===== config.mk =====
export PLATFORM = sky130hd
export DESIGN_NAME = fp_divider_nr
export DESIGN_NICKNAME = d
export VERILOG_FILES = /design/src/rtl/fp_divider_nr.sv
export SDC_FILE = /design/constraint.sdc
export NUM_CORES = 2
export LEC_CHECK = 0
export CAP_MARGIN = 10
export CORE_ASPECT_RATIO = 1.25
export CORE_MARGIN = 3
export CORE_UTILIZATION = 50
export CTS_CLUSTER_SIZE = 24
export DETAILED_ROUTE_END_ITERATION = 8
export PLACE_DENSITY = 0.72
export SLEW_MARGIN = 20
export SYNTH_ARGS = -nofsm -noshare
export SYNTH_HDL_FRONTEND = slang
export SYNTH_SLANG_ARGS = --single-unit

===== constraint.sdc =====
create_clock -name clk -period 19.24 [get_ports clk]
set_input_delay 5.772 -clock clk [delete_from_list [all_inputs] [get_ports clk]]
set_output_delay 5.772 -clock clk [all_outputs]
set_load 0.005 [all_outputs]

===== src/rtl/fp_divider_nr.sv =====
// Single-precision divider: a/b = (A'/D) * 2^(ea-eb-1), with 1/D refined by Newton-Raphson.
// One shared multiplier and one shared add/subtract unit, one operation per FSM state.

// Combinational single-precision multiply for normal operands.
// Low product bits are jammed into the LSB instead of being dropped.
module fp_mul (
   input  logic [31:0] i_a,
   input  logic [31:0] i_b,
   output logic [31:0] o_p
);
   logic [23:0] w_ma, w_mb;
   logic [47:0] w_prod;
   logic [46:0] w_norm;
   logic [9:0]  w_exp;

   // Multiply mantissas, normalise by at most one bit, add exponents.
   always_comb begin
      w_ma   = {1'b1, i_a[22:0]};
      w_mb   = {1'b1, i_b[22:0]};
      w_prod = 48'(w_ma) * 48'(w_mb);
      w_norm = w_prod[47] ? w_prod[46:0] : {w_prod[45:0], 1'b0};
      w_exp  = {2'b0, i_a[30:23]} + {2'b0, i_b[30:23]} - 10'd127 + {9'b0, w_prod[47]};
      o_p    = {i_a[31] ^ i_b[31], w_exp[7:0], w_norm[46:24] | {22'b0, |w_norm[23:0]}};
      if (i_a[30:23] == 8'd0 || i_b[30:23] == 8'd0) o_p = {i_a[31] ^ i_b[31], 31'b0};
   end
endmodule

// Combinational single-precision add/subtract (i_sub=1 gives a-b) for normal operands.
module fp_addsub (
   input  logic [31:0] i_a,
   input  logic [31:0] i_b,
   input  logic        i_sub,
   output logic [31:0] o_s
);
   logic        w_sb, w_eff_sub;
   logic [31:0] w_x, w_y;
   logic [7:0]  w_sh;
   logic [26:0] w_mx, w_my;
   logic [27:0] w_sum, w_norm;
   logic [4:0]  w_lz;
   logic [9:0]  w_exp;

   // Order by magnitude, align, add or subtract, then renormalise on the leading one.
   always_comb begin
      w_sb = i_b[31] ^ i_sub;
      if (i_a[30:0] >= i_b[30:0]) begin
         w_x = i_a;
         w_y = {w_sb, i_b[30:0]};
      end else begin
         w_x = {w_sb, i_b[30:0]};
         w_y = i_a;
      end
      w_eff_sub = w_x[31] ^ w_y[31];
      w_sh      = w_x[30:23] - w_y[30:23];
      w_mx      = {1'b1, w_x[22:0], 3'b0};
      w_my      = (w_sh > 8'd26) ? 27'd0 : ({1'b1, w_y[22:0], 3'b0} >> w_sh);
      w_sum     = w_eff_sub ? ({1'b0, w_mx} - {1'b0, w_my}) : ({1'b0, w_mx} + {1'b0, w_my});
      w_lz      = 5'd0;
      for (int i = 0; i < 28; i++) if (w_sum[i]) w_lz = 5'(27 - i);
      w_norm    = w_sum << w_lz;
      w_exp     = {2'b0, w_x[30:23]} + 10'd1 - {5'b0, w_lz};
      o_s       = {w_x[31], w_exp[7:0], w_norm[26:4] | {22'b0, |w_norm[3:0]}};
      if (!w_norm[27])             o_s = 32'd0;
      if (w_y[30:23] == 8'd0)      o_s = w_x;
   end
endmodule

// state    | meaning
// IDLE     | waiting for start
// SEED_MUL | t = 0x3FF0F0F1 * D
// SEED_SUB | X = 0x4034B4B5 - t (linear seed of 1/D)
// IT_MUL   | t = D * X
// IT_SUB   | t = 2.0 - t
// IT_MUL2  | X = X * t, count one refinement
// FIN_MUL  | P = A' * X
// SCALE    | re-apply signs and exponents, detect over/underflow
// DONE     | result valid, done pulse
module fp_divider_nr #(
   parameter int ITERATIONS = 3
) (
   input  logic        clk,
   input  logic        reset,
   input  logic        start,
   input  logic [31:0] operand_1,
   input  logic [31:0] operand_2,
   output logic        busy,
   output logic        done,
   output logic [31:0] solution,
   output logic        div_by_zero,
   output logic        invalid,
   output logic        overflow,
   output logic        underflow
);
   typedef enum logic [3:0] {
      IDLE, SEED_MUL, SEED_SUB, IT_MUL, IT_SUB, IT_MUL2, FIN_MUL, SCALE, DONE
   } state_t;

   localparam logic [2:0]  LP_ITER = 3'(ITERATIONS);
   localparam logic [31:0] LP_K1   = 32'h3FF0F0F1;
   localparam logic [31:0] LP_K2   = 32'h4034B4B5;
   localparam logic [31:0] LP_TWO  = 32'h40000000;

   state_t      r_state, w_next;
   logic [31:0] r_d, r_ap, r_x, r_t, r_sol;
   logic [7:0]  r_ea, r_eb;
   logic [2:0]  r_iter;
   logic        r_sign, r_dbz, r_inv, r_ovf, r_unf;

   logic [31:0] w_mul_a, w_mul_b, w_mul_p, w_add_a, w_add_b, w_add_s;
   logic        w_a_zero, w_b_zero, w_a_inf, w_b_inf, w_a_nan, w_b_nan, w_sgn;
   logic        w_special, w_spec_inv, w_spec_dbz;
   logic [31:0] w_spec_res, w_scale_res;
   logic signed [9:0] w_e;

   fp_mul    u_mul (.i_a(w_mul_a), .i_b(w_mul_b), .o_p(w_mul_p));
   fp_addsub u_add (.i_a(w_add_a), .i_b(w_add_b), .i_sub(1'b1), .o_s(w_add_s));

   // Classify operands at the start edge; denormals count as zero.
   always_comb begin
      w_a_zero   = operand_1[30:23] == 8'd0;
      w_b_zero   = operand_2[30:23] == 8'd0;
      w_a_inf    = operand_1[30:23] == 8'hFF && operand_1[22:0] == 23'd0;
      w_b_inf    = operand_2[30:23] == 8'hFF && operand_2[22:0] == 23'd0;
      w_a_nan    = operand_1[30:23] == 8'hFF && operand_1[22:0] != 23'd0;
      w_b_nan    = operand_2[30:23] == 8'hFF && operand_2[22:0] != 23'd0;
      w_sgn      = operand_1[31] ^ operand_2[31];
      w_special  = w_a_zero | w_b_zero | w_a_inf | w_b_inf | w_a_nan | w_b_nan;
      w_spec_inv = 1'b0;
      w_spec_dbz = 1'b0;
      if (w_a_nan || w_b_nan || (w_a_zero && w_b_zero) || (w_a_inf && w_b_inf)) begin
         w_spec_res = 32'h7FC00000;
         w_spec_inv = 1'b1;
      end else if (w_b_zero) begin
         w_spec_res = {w_sgn, 8'hFF, 23'd0};
         w_spec_dbz = 1'b1;
      end else if (w_a_zero || w_b_inf) begin
         w_spec_res = {w_sgn, 31'd0};
      end else begin
         w_spec_res = {w_sgn, 8'hFF, 23'd0};
      end
   end

   // Final exponent reconstruction from P held in r_t.
   always_comb begin
      w_e = signed'({2'b0, r_t[30:23]} + {2'b0, r_ea} - {2'b0, r_eb} - 10'd1);
      if (w_e >= 10'sd255)    w_scale_res = {r_sign, 8'hFF, 23'd0};
      else if (w_e <= 10'sd0) w_scale_res = {r_sign, 31'd0};
      else                    w_scale_res = {r_sign, w_e[7:0], r_t[22:0]};
   end

   // State register.
   always_ff @(posedge clk) begin
      if (reset) r_state <= IDLE;
      else       r_state <= w_next;
   end

   // Next state and shared-unit operand selection.
   always_comb begin
      w_next  = r_state;
      w_mul_a = r_d;
      w_mul_b = r_x;
      w_add_a = LP_TWO;
      w_add_b = r_t;
      case (r_state)
         IDLE:     if (start) w_next = w_special ? DONE : SEED_MUL;
         SEED_MUL: begin w_mul_a = LP_K1; w_mul_b = r_d; w_next = SEED_SUB; end
         SEED_SUB: begin w_add_a = LP_K2; w_next = IT_MUL; end
         IT_MUL:   w_next = IT_SUB;
         IT_SUB:   w_next = IT_MUL2;
         IT_MUL2:  begin
            w_mul_a = r_x;
            w_mul_b = r_t;
            w_next  = (r_iter + 3'd1 == LP_ITER) ? FIN_MUL : IT_MUL;
         end
         FIN_MUL:  begin w_mul_a = r_ap; w_next = SCALE; end
         SCALE:    w_next = DONE;
         DONE:     w_next = IDLE;
         default:  w_next = IDLE;
      endcase
   end

   // Datapath registers and held result/flags.
   always_ff @(posedge clk) begin
      if (reset) begin
         r_d <= 32'd0; r_ap <= 32'd0; r_x <= 32'd0; r_t <= 32'd0; r_sol <= 32'd0;
         r_ea <= 8'd0; r_eb <= 8'd0; r_iter <= 3'd0; r_sign <= 1'b0;
         r_dbz <= 1'b0; r_inv <= 1'b0; r_ovf <= 1'b0; r_unf <= 1'b0;
      end else begin
         case (r_state)
            IDLE: if (start) begin
               r_d    <= {1'b0, 8'd126, operand_2[22:0]};
               r_ap   <= {1'b0, 8'd127, operand_1[22:0]};
               r_ea   <= operand_1[30:23];
               r_eb   <= operand_2[30:23];
               r_sign <= w_sgn;
               r_iter <= 3'd0;
               r_ovf  <= 1'b0;
               r_unf  <= 1'b0;
               r_inv  <= w_special & w_spec_inv;
               r_dbz  <= w_special & w_spec_dbz;
               if (w_special) r_sol <= w_spec_res;
            end
            SEED_MUL, IT_MUL, FIN_MUL: r_t <= w_mul_p;
            SEED_SUB: r_x <= w_add_s;
            IT_SUB:   r_t <= w_add_s;
            IT_MUL2:  begin r_x <= w_mul_p; r_iter <= r_iter + 3'd1; end
            SCALE:    begin
               r_sol <= w_scale_res;
               r_ovf <= (w_e >= 10'sd255);
               r_unf <= (w_e <= 10'sd0);
            end
            default: ;
         endcase
      end
   end

   assign busy        = (r_state != IDLE);
   assign done        = (r_state == DONE);
   assign solution    = r_sol;
   assign div_by_zero = r_dbz;
   assign invalid     = r_inv;
   assign overflow    = r_ovf;
   assign underflow   = r_unf;
endmodule


Word-level counts from Yosys, hierarchy flattened
Index checks and enable logic that the tools add are counted.
{"block": "totals", "register_bits": 172, "in_bits": 67, "out_inout_bits": 38, "word_cells": 153}
{"block": "op_classes", "n_addsub": 12, "multipliers": 1, "n_lt_le_gt_ge": 4, "n_eq_ne": 13, "shifts": 2, "mux": 61, "bitwise": 13, "n_reduce_logical": 33}
{"op": "$pmux W32 S2", "count": 4}
{"op": "$mux W32", "count": 7}
{"op": "$mux W31", "count": 5}
{"op": "$mux W5", "count": 28}
{"op": "$pmux W32 S3", "count": 1}
{"op": "$mul A24 B24 Y48", "count": 1}
{"op": "$mux W47", "count": 1}
{"op": "$logic_not A23 Y1", "count": 2}
{"op": "$or A23 B1 Y23", "count": 2}
{"op": "$reduce_bool A23 Y1", "count": 2}
{"op": "$logic_not A8 Y1", "count": 5}
{"op": "$pmux W4 S8", "count": 1}
{"op": "$ge A31 B31 Y1", "count": 1}
{"op": "$add A27 B27 Y28", "count": 1}
{"op": "$mux W28", "count": 1}
{"op": "$shl A28 B5 Y28", "count": 1}
{"op": "$sub A27 B27 Y28", "count": 1}
{"op": "$mux W27", "count": 1}
{"op": "$shr A27 B8 Y27", "count": 1}
{"op": "$reduce_or A24 Y1", "count": 1}
{"op": "$mux W22", "count": 1}
{"op": "$eq A4 B3 Y1 const B", "count": 4}
{"op": "$eq A8 B8 Y1 const B", "count": 2}
{"op": "$ge A10 B9 Y1 const B", "count": 1}
{"op": "other kinds (35)", "count": 64}

Longest topological paths before layout
{"block": "depth", "ltp_word": 43, "ltp_mapped": 59, "ltp_nobuf": 50}

Hierarchy
A second synthesis with hierarchy kept.
{"block": "hier_totals", "cells_unflattened": 4736, "hier_area_um2": 37778.7}
{"mod": "fp_mul", "instances": 1, "cells_each": 2253, "area_per_inst_um2": 19631.3, "seq_area_each_um2": 0.0}
{"mod": "fp_addsub", "instances": 1, "cells_each": 1422, "area_per_inst_um2": 9541.7, "seq_area_each_um2": 0.0}
{"mod": "fp_divider_nr", "instances": 1, "cells_each": 1061, "area_per_inst_um2": 8605.8, "seq_area_each_um2": 3423.3}

Least setup slack after synthesis
OpenSTA, ideal clock, no wires.
{"block": "synth_timing", "path_type": "register -> register", "startpoint": "reg r_state[2]", "endpoint": "reg r_t[29]", "setup_time_ns": 0.080, "arrival_time_ns": 11.171, "t_required_ns": 19.160, "slack_ns": 7.989, "path_stages_with_launch": 46, "path_buffers": 6, "period_less_slack_ns": 11.251, "path_cell_list": "dfxtp_1 > buf_2 > buf_1 > clkbuf_1 > clkbuf_1 > mux2i_1 > o21ai_1 > clkbuf_1 > nand2_1 > fa_1 > inv_1 > fa_1 > fa_1 > fa_1 > fa_1 > inv_1 > fa_1 > inv_1 > (+10 left out) > a21oi_1 > a211oi_1 > xnor2_1 > inv_1 > buf_1 > ha_1 > inv_1 > ha_1 > fa_1 > a21o_1 > a21oi_1 > o21bai_1 > a21oi_1 > xnor2_1 > nand2b_1 > o21ai_0 > a21oi_1 > a211oi_2"}
{"block": "synth_via", "elab_chain_cells": 41, "elab_cells_between_ends": 65, "cone_classes": "8 x add/sub; 1 x mul; 2 x order compare; 6 x eq/ne; 2 x shift; 39 x mux; 1 x bitwise; 6 x reduce/logical"}
{"item": "from (decl)", "line": "103", "rtl": "state_t r_state, w_next;"}
{"item": "from (signal assigned)", "line": "154", "rtl": "else r_state <= w_next;"}
{"item": "$eq A4 B2 Y1", "line": "164", "rtl": "case (r_state)"}
{"item": "$mux W22", "line": "164"}
{"item": "$ge A31 B31 Y1", "line": "46", "rtl": "if (i_a[30:0] >= i_b[30:0]) begin"}
{"item": "$mux W32", "line": "46"}
{"item": "$sub A8 B8 Y8", "line": "54", "rtl": "w_sh = w_x[30:23] - w_y[30:23];"}
{"item": "$shr A27 B8 Y27 or $gt A8 B5 Y1 (tied branches)", "line": "56", "rtl": "w_my = (w_sh > 8'd26) ? 27'd0 : ({1'b1, w_y[22:0], 3'b0} >> w_sh);"}
{"item": "$mux W27", "line": "56"}
{"item": "$add A27 B27 Y28 or $sub A27 B27 Y28 (tied branches)", "line": "57", "rtl": "w_sum = w_eff_sub ? ({1'b0, w_mx} - {1'b0, w_my}) : ({1'b0, w_mx} + {1'b0, w_my});"}
{"item": "$mux W28", "line": "57"}
{"item": "$mux W5 (28 in series)", "line": "59", "rtl": "for (int i = 0; i < 28; i++) if (w_sum[i]) w_lz = 5'(27 - i);"}
{"item": "$sub A8 B5 Y8 or $shl A28 B5 Y28 (tied branches)", "line": "61, 60"}
{"item": "$mux W32", "line": "63", "rtl": "if (!w_norm[27]) o_s = 32'd0;"}
{"item": "$mux W32", "line": "64", "rtl": "if (w_y[30:23] == 8'd0) o_s = w_x;"}
{"item": "$pmux W32 S2", "line": "189", "rtl": "case (r_state)"}
{"item": "to (signal assigned)", "line": "203", "rtl": "SEED_MUL, IT_MUL, FIN_MUL: r_t <= w_mul_p;"}
{"item": "to (signal assigned)", "line": "205", "rtl": "IT_SUB: r_t <= w_add_s;"}
{"item": "to (decl)", "line": "104", "rtl": "logic [31:0] r_d, r_ap, r_x, r_t, r_sol;"}
Parallel ways exist; a longest one is shown, timed or not.
A chain may end at the register's enable or synchronous reset.

Worst setup path in the final report
Ends and elaborated chain as after synthesis.

==> flow_summary.html <==
<table>
<tr><th>Metric</th><th>Value</th></tr>
<tr><th colspan="2">Worst setup path</th></tr>
<tr><td>Critical Path Start Type</td><td>register</td></tr>
<tr><td>Largest fanout of any net on the critical path</td><td>42</td></tr>
<tr><td>Crit path required time</td><td>19620 ps</td></tr>
<tr><td>Cells on worst reg2reg path</td><td>44</td></tr>
<tr><td>Capturing element type of the critical path</td><td>register</td></tr>
<tr><td>Buffer and inverter count on the worst path</td><td>9</td></tr>
<tr><td>Critical Path Most Common Cell</td><td>sky130_fd_sc_hd__fa_1</td></tr>
<tr><td>Count of cell instances traversed by the critical path</td><td>44</td></tr>
<tr><td>Crit path arrival time</td><td>14020 ps</td></tr>
<tr><td>Critical path class</td><td>register to register</td></tr>
<tr><td>Slowest stage delay, CP</td><td>1060 ps</td></tr>
<tr><td>Top Family by Delay on Critical Path</td><td>adder cells</td></tr>
<tr><td>Cell with the largest stage delay on the worst path</td><td>sky130_fd_sc_hd__dfxtp_2</td></tr>
<tr><th colspan="2">Timing</th></tr>
<tr><td>Setup repair after global routing missed its margin</td><td>false</td></tr>
<tr><td>Period utilization</td><td>between 70% and 80%</td></tr>
<tr><td>Accumulated negative setup slack</td><td>0 ps</td></tr>
<tr><td>Transition time at the pin with the least slew margin</td><td>1170 ps</td></tr>
<tr><td>Final min period</td><td>13640 ps</td></tr>
<tr><td>Final number of hold-violating endpoints</td><td>0</td></tr>
<tr><td>Crit path setup slack, layout</td><td>5601 ps</td></tr>
<tr><td>Final worst hold slack</td><td>459.9 ps</td></tr>
<tr><td>Relative slew slack</td><td>22.02%</td></tr>
<tr><td>Count of final setup violators</td><td>0</td></tr>
<tr><td>Achievable frequency</td><td>73.32 MHz</td></tr>
<tr><td>Final-report max-slew violation count</td><td>0</td></tr>
<tr><td>Worst Clk Skew</td><td>20.78 ps</td></tr>
<tr><th colspan="2">Clocking</th></tr>
<tr><td>CTS clock-pin slew for the worst setup and hold paths</td><td>80 ps</td></tr>
<tr><td>CTS sink cnt</td><td>171</td></tr>
<tr><td>Buffer depth of the longest clock path</td><td>2</td></tr>
<tr><td>TritonCTS Buffers</td><td>17</td></tr>
<tr><td>Clock tree from TritonCTS</td><td>yes</td></tr>
<tr><td>Post-CTS resize count</td><td>0</td></tr>
<tr><td>H-tree depth</td><td>4</td></tr>
<tr><td>Number of buffers inserted to repair setup after CTS</td><td>0</td></tr>
<tr><td>Root Buffer Master</td><td>sky130_fd_sc_hd__clkbuf_16</td></tr>
<tr><td>Later-pin clock latency in the skew report</td><td>about 460 ps</td></tr>
<tr><td>Post-cts hold buffer count</td><td>0</td></tr>
<tr><th colspan="2">Logic synthesis</th></tr>
<tr><td>Cells after Synth</td><td>4463</td></tr>
<tr><td>Area share of the largest cell type after synthesis</td><td>between 20% and 30%</td></tr>
<tr><td>Number of flops mapped to enable cells by yosys</td><td>0</td></tr>
<tr><td>Area contributors post-synth</td><td>sky130_fd_sc_hd__fa_1 28%, sky130_fd_sc_hd__dfxtp_1 9.9%, sky130_fd_sc_hd__ha_1 9.1%, sky130_fd_sc_hd__nand2_1 7.9%, sky130_fd_sc_hd__inv_1 6.6%</td></tr>
<tr><td>Synthesized area divided by synthesized cell count</td><td>7.786 um^2</td></tr>
<tr><td>Unique masters post-synth</td><td>116</td></tr>
<tr><td>Synth Warn #</td><td>0</td></tr>
<tr><td>Proportion of synthesized flip-flops having asynchronous set or reset</td><td>0%</td></tr>
<tr><td>Synthesis-stage register bit count</td><td>171</td></tr>
<tr><td>Predominant post-synthesis flop cell</td><td>sky130_fd_sc_hd__dfxtp_1</td></tr>
<tr><td>Mapped Nets</td><td>5278</td></tr>
<tr><td>Share of the yosys chip area belonging to registers</td><td>9.852%</td></tr>
<tr><td>Most area-hungry cell type in the Yosys netlist</td><td>sky130_fd_sc_hd__fa_1</td></tr>
<tr><td>Netlist area before placement</td><td>34750 um^2</td></tr>
<tr><th colspan="2">Global routing</th></tr>
<tr><td>First-pass GRT wire length</td><td>about 180000 um</td></tr>
<tr><td>Largest net degree at the start of global routing</td><td>85</td></tr>
<tr><td>Antenna violations before repair</td><td>0</td></tr>
<tr><td>Number of global-route vias before repair</td><td>33071</td></tr>
<tr><td>GR Overflow Total</td><td>0</td></tr>
<tr><td>Overall global routing resource usage</td><td>32.43%</td></tr>
<tr><th colspan="2">Pwr</th></tr>
<tr><td>Sum of internal, switching and leakage power</td><td>6.312 mW</td></tr>
<tr><td>PD cells</td><td>between 150 and 200 nW/um^2</td></tr>
<tr><td>Leakage Power</td><td>~16 nW</td></tr>
<tr><td>Maximum resistive drop on vdd</td><td>199.2 uV</td></tr>
<tr><th colspan="2">Drt</th></tr>
<tr><td>Average wire per cell in the routed design</td><td>22.30 um</td></tr>
<tr><td>Violation count after the first detailed-route iteration</td><td>2905</td></tr>
<tr><td>First-pass iteration count of the detailed router</td><td>6</td></tr>
<tr><td>Total wirelength of the detailed-routed design</td><td>119000 um</td></tr>
<tr><td>Final routed DRC violation total</td><td>0</td></tr>
<tr><td>Vias per cell</td><td>between 6 and 7</td></tr>
<tr><td>Count of vias placed by the detailed router</td><td>32706</td></tr>
<tr><td>DRT antenna net count</td><td>0</td></tr>
<tr><th colspan="2">Die</th></tr>
<tr><td>Chip width</td><td>241.8 um</td></tr>
<tr><td>Core region area</td><td>roughly 70000 um^2</td></tr>
<tr><td>Number of rows created at floorplan</td><td>107</td></tr>
<tr><td>Overall die height</td><td>between 300 and 400 um</td></tr>
<tr><td>Initial cell density of the core</td><td>50.69%</td></tr>
<tr><td>I/O pin count</td><td>between 100 and 150</td></tr>
<tr><td>Die Footprint</td><td>72710 um^2</td></tr>
<tr><th colspan="2">Finish</th></tr>
<tr><td>Synthesis-to-layout area growth</td><td>6.928%</td></tr>
<tr><td>Share of post-route cells with drive strength above 1</td><td>5.104%</td></tr>
<tr><td>Net count, final</td><td>about 5200</td></tr>
<tr><th colspan="2">Worst hold path</th></tr>
<tr><td>Tightest Hold Check Type</td><td>register to register</td></tr>
<tr><td>Cell depth of the worst hold path</td><td>2</td></tr>
<tr><th colspan="2">Placement</th></tr>
<tr><td>HPWL after detailed placement</td><td>between 90000 and 100000 um</td></tr>
<tr><td>Gp weighted congestion</td><td>0.9962</td></tr>
<tr><td>Pre-CTS setup slack</td><td>5740 ps</td></tr>
<tr><td>Number of port buffers</td><td>104</td></tr>
<tr><th colspan="2">Status</th></tr>
<tr><td>Result of the run</td><td>complete, no violations</td></tr>
<tr><th colspan="2">Flow run</th></tr>
<tr><td># Max-Cap Violations</td><td>0</td></tr>
</table>
[registers in the layout (all words and copies together), names as in the netlist]
name	cells
r_ea	8
overflow	1
solution	32
r_ap	24
r_sign	1
r_iter	3
r_state	4
r_d	23
r_eb	8
r_x	32
underflow	1
invalid	1
div_by_zero	1
r_t	32
[placed cells by master, fill, tap and decap left out, types with 14 or more instances in the layout]
cell type                           n
sky130_fd_sc_hd__o21ai_0          134
sky130_fd_sc_hd__xnor2_1           52
sky130_fd_sc_hd__fa_1             494
sky130_fd_sc_hd__nand3_1           70
sky130_fd_sc_hd__and2_1            40
sky130_fd_sc_hd__mux2i_1           91
sky130_fd_sc_hd__xor2_1            22
sky130_fd_sc_hd__nand4_1           18
sky130_fd_sc_hd__ha_1             254
sky130_fd_sc_hd__nor4_1            35
sky130_fd_sc_hd__buf_4             74
sky130_fd_sc_hd__and3_1            31
sky130_fd_sc_hd__o21ai_2           14
sky130_fd_sc_hd__o21a_1            25
sky130_fd_sc_hd__o31ai_1           18
sky130_fd_sc_hd__o21bai_1          18
sky130_fd_sc_hd__a31oi_1           37
sky130_fd_sc_hd__dfxtp_1          169
sky130_fd_sc_hd__o211ai_1          33
sky130_fd_sc_hd__a221o_1           15
sky130_fd_sc_hd__a22oi_1           54
sky130_fd_sc_hd__nand2b_1          36
sky130_fd_sc_hd__a21oi_1          274
sky130_fd_sc_hd__a221oi_1          16
sky130_fd_sc_hd__nor3_1            79
sky130_fd_sc_hd__nor2_1           397
sky130_fd_sc_hd__nand2_1          732
sky130_fd_sc_hd__inv_1            611
sky130_fd_sc_hd__nor2b_1           17
sky130_fd_sc_hd__or3_1             20
sky130_fd_sc_hd__clkbuf_16         17
sky130_fd_sc_hd__or2_2             17
sky130_fd_sc_hd__a21o_1            49
sky130_fd_sc_hd__o22ai_1           18
sky130_fd_sc_hd__a211oi_1          53
sky130_fd_sc_hd__clkdlybuf4s50_1  103
[worst reg2reg max path, delay by kind of cell (launching register included)]
kind / cells / cell delay, ps
fa+ha+maj: 11 / 4690
compound gates: 17 / 4100
buf+inv: 9 / 2490
flops: 1 / 1060
simple gates: 5 / 950
xor+xnor: 2 / 290
[per-layer routing]
layer,track usage [%],vias up,routed length [um]
met5,0,-,0
met3,4.337,592,8143
met4,25.84,0,11570
met1,36.50,15794,42000
li1,-,14633,-
met2,55.55,1687,57270
[stage by stage]
stage          instance area (um^2)  instances  utilization [%]
3_3_place_gp                  36520       5302            53.28
6_report                      37150       5335            54.20
5_1_grt                       37150       5334            54.20
3_5_place_dp                  36520       5302            53.28
2_1_floorplan                 34750       4463                -
4_1_cts                       37140       5334            54.19
[kinds of logic after synthesis]
| family | Yosys count | share of synthesized area (%) |
|---|---|---|
| simple gates | 1544 | 19.51 |
| xor+xnor | 77 | 1.962 |
| buf+inv | 889 | 9.866 |
| mux | 110 | 3.352 |
| fa+ha+maj | 749 | 37.64 |
| flops | 171 | 9.852 |
| compound gates | 923 | 17.82 |
[path summary, 6_finish.rpt]
path / startpoint / end / slack [ps]
worst max-delay path: r_state[2] / r_t[29] / 5600
worst min-delay path: r_ea[6] / r_ea[6] / 460
worst max register to register: r_state[2] / r_t[29] / 5600
worst min register to register: r_ea[6] / r_ea[6] / 460
[Yosys cell counts (39+ instances only)]
library cell,count
sky130_fd_sc_hd__a211oi_1,53
sky130_fd_sc_hd__a21o_1,49
sky130_fd_sc_hd__a21oi_1,278
sky130_fd_sc_hd__a22oi_1,54
sky130_fd_sc_hd__and2_1,39
sky130_fd_sc_hd__clkbuf_1,217
sky130_fd_sc_hd__dfxtp_1,171
sky130_fd_sc_hd__fa_1,494
sky130_fd_sc_hd__ha_1,254
sky130_fd_sc_hd__inv_1,611
sky130_fd_sc_hd__mux2i_1,91
sky130_fd_sc_hd__nand2_1,732
sky130_fd_sc_hd__nand3_1,71
sky130_fd_sc_hd__nor2_1,398
sky130_fd_sc_hd__nor3_1,79
sky130_fd_sc_hd__o21ai_0,135
sky130_fd_sc_hd__xnor2_1,54
[layout make-up]
cell class	count	area (um^2)
fill	6650	31390
clock inverter	14	193.9
inverter	625	2346
multi-input combinational	3403	28010
clock buffer	18	429.2
tap	926	1159
timing repair buffer	177	1587
sequential	171	3426
antenna	1	2.502
[power breakdown]
| part | internal [mW] | switching (mW) |
|---|---|---|
| Sequential | 0.409 | 0.125 |
| Combinational | 1.90 | 3.51 |
| Clock | 0.199 | 0.170 |
| Total | 2.50 | 3.81 |
Power figures use the tool's default switching activity.
